`config.mk`:
```
export PLATFORM = sky130hd
export DESIGN_NAME = int_request_arbiter
export DESIGN_NICKNAME = d
export VERILOG_FILES = /design/src/rtl/int_request_arbiter.sv
export SDC_FILE = /design/constraint.sdc
export NUM_CORES = 1
export LEC_CHECK = 0
export BUFFER_PORTS_ARGS = -buffer_cell sky130_fd_sc_hd__buf_2
export CORE_MARGIN = 2
export CORE_UTILIZATION = 60
export CTS_BUF_LIST = sky130_fd_sc_hd__clkbuf_8 sky130_fd_sc_hd__clkbuf_16
export DETAILED_ROUTE_END_ITERATION = 8
export MAX_ROUTING_LAYER = met4
export PLACE_DENSITY = 0.89
export SLEW_MARGIN = 20
export SYNTH_ARGS = -nofsm -noshare
export SYNTH_HDL_FRONTEND = slang
export SYNTH_SLANG_ARGS = --single-unit
```
`constraint.sdc`:
```
create_clock -name i_clk -period 10 [get_ports i_clk]
set_clock_uncertainty 0.1 [all_clocks]
set_input_delay 0 -clock i_clk [delete_from_list [all_inputs] [get_ports i_clk]]
set_output_delay 0 -clock i_clk [all_outputs]
set_load 0.02 [all_outputs]
```
`src/rtl/int_request_arbiter.sv`:
```
// int_request_arbiter: latches one-cycle interrupt request pulses from NUM_SRC
// sources and hands them one at a time to an interrupt controller. The next
// source is chosen round-robin, starting just after the last source served.
// It counts requests that arrive while the same source is already pending
// (ovf_cnt, saturating at 255).
// Optional feature: define INT_REQUEST_ARBITER_MASK_EN to add the src_mask
// port. A masked source still latches and counts, but is never selected.
module int_request_arbiter #(
  parameter int          NUM_SRC     = 8,
  parameter logic [7:0]  VECTOR_BASE = 8'h00
) (
  input  logic               i_clk,
  input  logic               i_rst_n,
  input  logic [NUM_SRC-1:0] src_irq,
`ifdef INT_REQUEST_ARBITER_MASK_EN
  input  logic [NUM_SRC-1:0] src_mask,
`endif
  output logic [NUM_SRC-1:0] src_ack,
  output logic [NUM_SRC-1:0] pending,
  output logic [7:0]         ovf_cnt,
  output logic               int_valid,
  output logic [7:0]         int_vector,
  input  logic               int_done
);

  localparam int IDX_W = (NUM_SRC > 1) ? $clog2(NUM_SRC) : 1;

  typedef enum logic [1:0] {IDLE, REQ, CLR} state_t;

  state_t             state_q, state_d;
  logic [NUM_SRC-1:0] pending_q, ack_q, eligible, clr_mask, merged;
  logic [7:0]         ovf_q, ovf_d, vector_q;
  logic               valid_q, found;
  logic [IDX_W-1:0]   sel_q, rr_ptr_q, pick;
  logic               done_now;

  // A completion is only honoured while a request is outstanding.
  assign done_now = (state_q == REQ) && int_done;

  // Work out which sources can be selected, what clears this cycle, and what merges.
  always_comb begin
    // NOTE: every always_comb output gets a default first, so no path infers a latch.
    clr_mask = '0;
`ifdef INT_REQUEST_ARBITER_MASK_EN
    eligible = pending_q & ~src_mask;
`else
    eligible = pending_q;
`endif
    if (done_now) clr_mask[sel_q] = 1'b1;
    // A new pulse on the bit being cleared counts as a fresh request, not a merge.
    merged = src_irq & pending_q & ~clr_mask;
  end

  // Find the first eligible source, searching upward from rr_ptr and wrapping to 0.
  always_comb begin
    int idx;
    found = 1'b0;
    pick  = '0;
    idx   = 0;
    for (int k = 0; k < NUM_SRC; k++) begin
      idx = int'(rr_ptr_q) + k;
      if (idx >= NUM_SRC) idx = idx - NUM_SRC;
      if (!found && eligible[idx]) begin
        found = 1'b1;
        pick  = IDX_W'(idx);
      end
    end
  end

  // Add this cycle's merges to the overflow count, saturating at 255.
  always_comb begin
    int ovf_sum;
    ovf_sum = int'(ovf_q) + $countones(merged);
    ovf_d   = (ovf_sum > 255) ? 8'hFF : 8'(ovf_sum);
  end

  // Next-state logic: IDLE -> REQ on a selection, REQ -> CLR on done, CLR -> IDLE.
  always_comb begin
    state_d = state_q;
    case (state_q)
      IDLE:    if (found) state_d = REQ;
      REQ:     if (int_done) state_d = CLR;
      CLR:     state_d = IDLE;
      default: state_d = IDLE;
    endcase
  end

  // State register.
  always_ff @(posedge i_clk) begin
    // NOTE: sequential state is updated with non-blocking assignments only.
    if (!i_rst_n) state_q <= IDLE;
    else          state_q <= state_d;
  end

  // Datapath registers: pending bits, the selection, round-robin pointer, outputs.
  always_ff @(posedge i_clk) begin
    if (!i_rst_n) begin
      pending_q <= '0;
      ack_q     <= '0;
      ovf_q     <= '0;
      valid_q   <= 1'b0;
      vector_q  <= '0;
      sel_q     <= '0;
      rr_ptr_q  <= '0;
    end else begin
      // A set wins over a clear on the same bit.
      pending_q <= (pending_q & ~clr_mask) | src_irq;
      ovf_q     <= ovf_d;
      ack_q     <= clr_mask;
      if (state_q == IDLE && found) begin
        sel_q    <= pick;
        valid_q  <= 1'b1;
        vector_q <= VECTOR_BASE + 8'(pick);
      end
      if (done_now) begin
        valid_q  <= 1'b0;
        rr_ptr_q <= (sel_q == IDX_W'(NUM_SRC - 1)) ? '0 : sel_q + 1'b1;
      end
    end
  end

  assign pending    = pending_q;
  assign src_ack    = ack_q;
  assign ovf_cnt    = ovf_q;
  assign int_valid  = valid_q;
  assign int_vector = vector_q;

endmodule

```
==> summary.md <==
| Metric | Value |
|---|---|
| WS Path Type | `reg2reg` |
| CP endpoint kind | `flip-flop` |
| Top area cells in the synthesized netlist | `dfxtp_1 (28%), mux4_1 (7.8%), ha_1 (5.3%), nor2_1 (5.3%), mux4_2 (4.8%)` |
| TritonCTS buffer count | `5` |
| DP HPWL | `between 4 and 5 mm` |
| Final-stage net count | `about 330` |
| Starting density of the core | `0.6343` |
| Post-route ant nets | `0` |
| First-pass GRT wire length | `10.91 mm` |
| Drt drc | `0` |
| Synth top area share | `0.2803` |
| GR Overflow Total | `0` |
| Slew @ Worst Pin | `around 620 ps` |
| Met2 GRT Util | `0.5575` |
| P&R area growth vs syn | `15.02%` |
| Share of layout cells above drive strength 1 | `0.2252` |
| Die span in x | `roughly 67 µm` |
| Distinct cells, synth | `50` |
| CP max-delay cell | `fa_1` |
| # IOs | `between 40 and 50` |
| CP startpoint kind | `flip-flop` |
| CTS root buf | `clkbuf_8` |
| CTS tree | `yes` |
| Worst path max stage delay | `550 ps` |
| Final period util | `0.5185` |
| Max IR drop VDD | `~0.18 mV` |
| Share of async-settable or async-resettable flops after synthesis | `0` |
| 1st-pass router iterations | `5` |
| Final Slew Violations | `0` |
| Crit path launch | `state_q[0]` |
| Pwr Density | `roughly 180 nW/µm²` |
| Post_cts resized | `0` |
| Hold WS | `20.88 ps` |
| Synth area leader | `dfxtp_1` |
| DR WL/cell | `19.13 µm` |
| Worst path required time | `10060 ps` |
| Clk slew on worst S/H paths | `around 70 ps` |
| H-tree lvl count | `2` |
| Sink Count | `33` |
| HP Start | `int_done` |
| Iter 0 DRT Violations | `approximately 270` |
| Number of flops mapped to enable cells by yosys | `0` |
| CTS max path bufs | `2` |
| Synth Register Bits | `33` |
| GRT busiest layer | `met2` |
| RSZ-0062 raised after global routing | `no` |
| Critical R2R Launch | `state_q[0]` |
| Final WL | `between 6 and 7 mm` |
| Setup TNS | `0 ps` |
| HP Class | `in2reg` |
| Fill cell count | `246` |
| Vias per inst | `6.526` |
| GRT met1 Usage | `0.4085` |
| Die height | `between 60 and 70 µm` |
| Status | `complete, no violations` |
| Vias in the first global route | `about 2200` |
| Leakage | `approximately 0.0012 µW` |
| Critical path's most frequent cell | `fa_1` |
| Hold Vio Cnt, Final | `0` |
| Vias | `approximately 2300` |
| Main flop type after synthesis | `dfxtp_1` |
| Gp weighted congestion | `0.9170` |
| IO buf count | `38` |
| Post-CTS Setup Bufs | `0` |
| Sequential share of the synthesized area | `0.2803` |
| Overall Global Routing Usage | `0.3436` |
| Critical Path Fanout Max | `7` |
| # diodes | `0` |
| Crit path DAT | `around 5300 ps` |
| Count of final setup violators | `0` |
| Min cycle time layout | `just over 5000 ps` |
| Post-synthesis average cell area | `about 9.2 µm²` |
| CP Cell Sequence | `nand2_1 > or2_2 > or3_1 > o21a_1 > and2_1 > fa_1 > inv_1 > fa_1 > inv_1 > fa_1 > fa_1 > inv_1 > fa_1 > nor2b_1 > o21ai_0 > nand2b_1 > and3_1 > inv_1 > a21oi_1` |
| Clk Latency, worst-skew pair | `between 200 and 300 ps` |
| Post-Syn Instances | `256` |
| Antenna violations before repair | `0` |
| Core area | `roughly 3700 µm²` |
| Maxcap violations | `0` |
| Largest net degree at the start of global routing | `26` |
| CTS Hold Bufs | `9` |
| DIE AREA | `~4400 µm²` |
| Met3 global-route usage | `0.06757` |
| Slew headroom | `0.5854` |
| Syn. warnings | `0` |
| Fmax | `just under 200 MHz` |
| Row cnt | `22` |
| Post-Syn Area | `roughly 2400 µm²` |
-- cells in the final DEF (no fill, tap or decap), types with 4 or more instances in the layout --
cell           instances
xor2_1                 4
ha_1                  10
dfxtp_1               33
o21ai_0                9
buf_2                 38
inv_1                 17
mux4_2                 5
clkbuf_8               5
nor3_1                 9
o21a_1                 7
fa_1                   5
mux4_1                 7
dlygate4sd3_1          9
and2_1                 5
nand3_1                8
conb_1                 5
and3_1                 4
nand2_1               19
a21oi_1               16
mux2i_1                6
nor2_1                33
a211oi_1               5
-- registers in the layout, indices dropped and copies added (netlist names) --
name and flops:
state_q 2, src_ack 8, pending 8, rr_ptr_q 3, int_vector 3, ovf_cnt 8, int_valid 1
-- logic make-up (layout without fill, tap and decap cells) --
logic type / count (synthesis) / in the layout / share of synthesized area
AOI/OAI and AO/OA: 55 / 55 / 0.1688
xor gates and xnor gates: 7 / 7 / 0.02601
adders and majority gates: 15 / 15 / 0.09554
buffers and inverters: 30 / 72 / 0.06263
DFF: 33 / 33 / 0.2803
muxes: 22 / 22 / 0.1720
other: 1 / 5 / 0.001591
and+or+nand+nor: 93 / 93 / 0.1932
-- critical path: cells and delay by family (launching register included) --
kind                     cells  cell delay [ps]
adder cells (fa/ha/maj)      5             2260
AND/OR/NAND/NOR              7             1510
buffers and inverters        4              390
AO/OA/AOI/OAI                3              460
flip-flops                   1              350
-- cells in the mapped netlist (6+ instances only) --
cell	instances
mux2i_1	6
mux4_1	7
o21a_1	7
nor2_1	33
nand3_1	8
ha_1	10
inv_1	16
dfxtp_1	33
a21oi_1	16
nand2_1	19
o21ai_0	9
nor3_1	9
-- report_power, final --
part           internal [µW]  switching, µW  total [µW]
registers                146           22.7         168
logic                   90.6            123         214
clock network           47.2           52.3        99.5
-- cell type report --
cell class / instances / area (µm²) / area share
clock inverters: 3 / 13.76 / 0.005076
flip-flops and latches: 33 / 660.6 / 0.2437
clock buffers: 5 / 68.82 / 0.02538
well taps: 48 / 60.06 / 0.02215
repair buffers: 47 / 280.3 / 0.1034
multi-input cells: 197 / 1564 / 0.5768
inverters: 17 / 63.81 / 0.02353
-- path summary, 6_finish.rpt --
path                            depth (start not counted)  slack (ps)          to
worst max-delay path                                   19        4810  ovf_cnt[5]
worst min-delay path                                    4          20  state_q[0]
worst max register to register                         19        4810  ovf_cnt[5]
worst min register to register                          2         360   int_valid
-- layer usage --
metal,routed length [µm],share of wire
met3,586,0.088
met2,3315,0.50
met5,0,0
met4,284,0.042
met1,2510,0.37
-- metrics by stage --
stage	util	power, µW	instance area (µm²)	setup WS, ps	cells
after global routing	0.7296	506.4	2711	4510	350
final	0.7296	482.0	2711	4815	350
after global placement	0.6832	358.7	2539	5221	333
after CTS	0.7296	468.9	2711	4969	350
after floorplan	-	319.3	2372	5294	260
after detailed placement	0.6832	368.6	2539	5035	333
No activity file was read; power rests on OpenSTA's default activity.
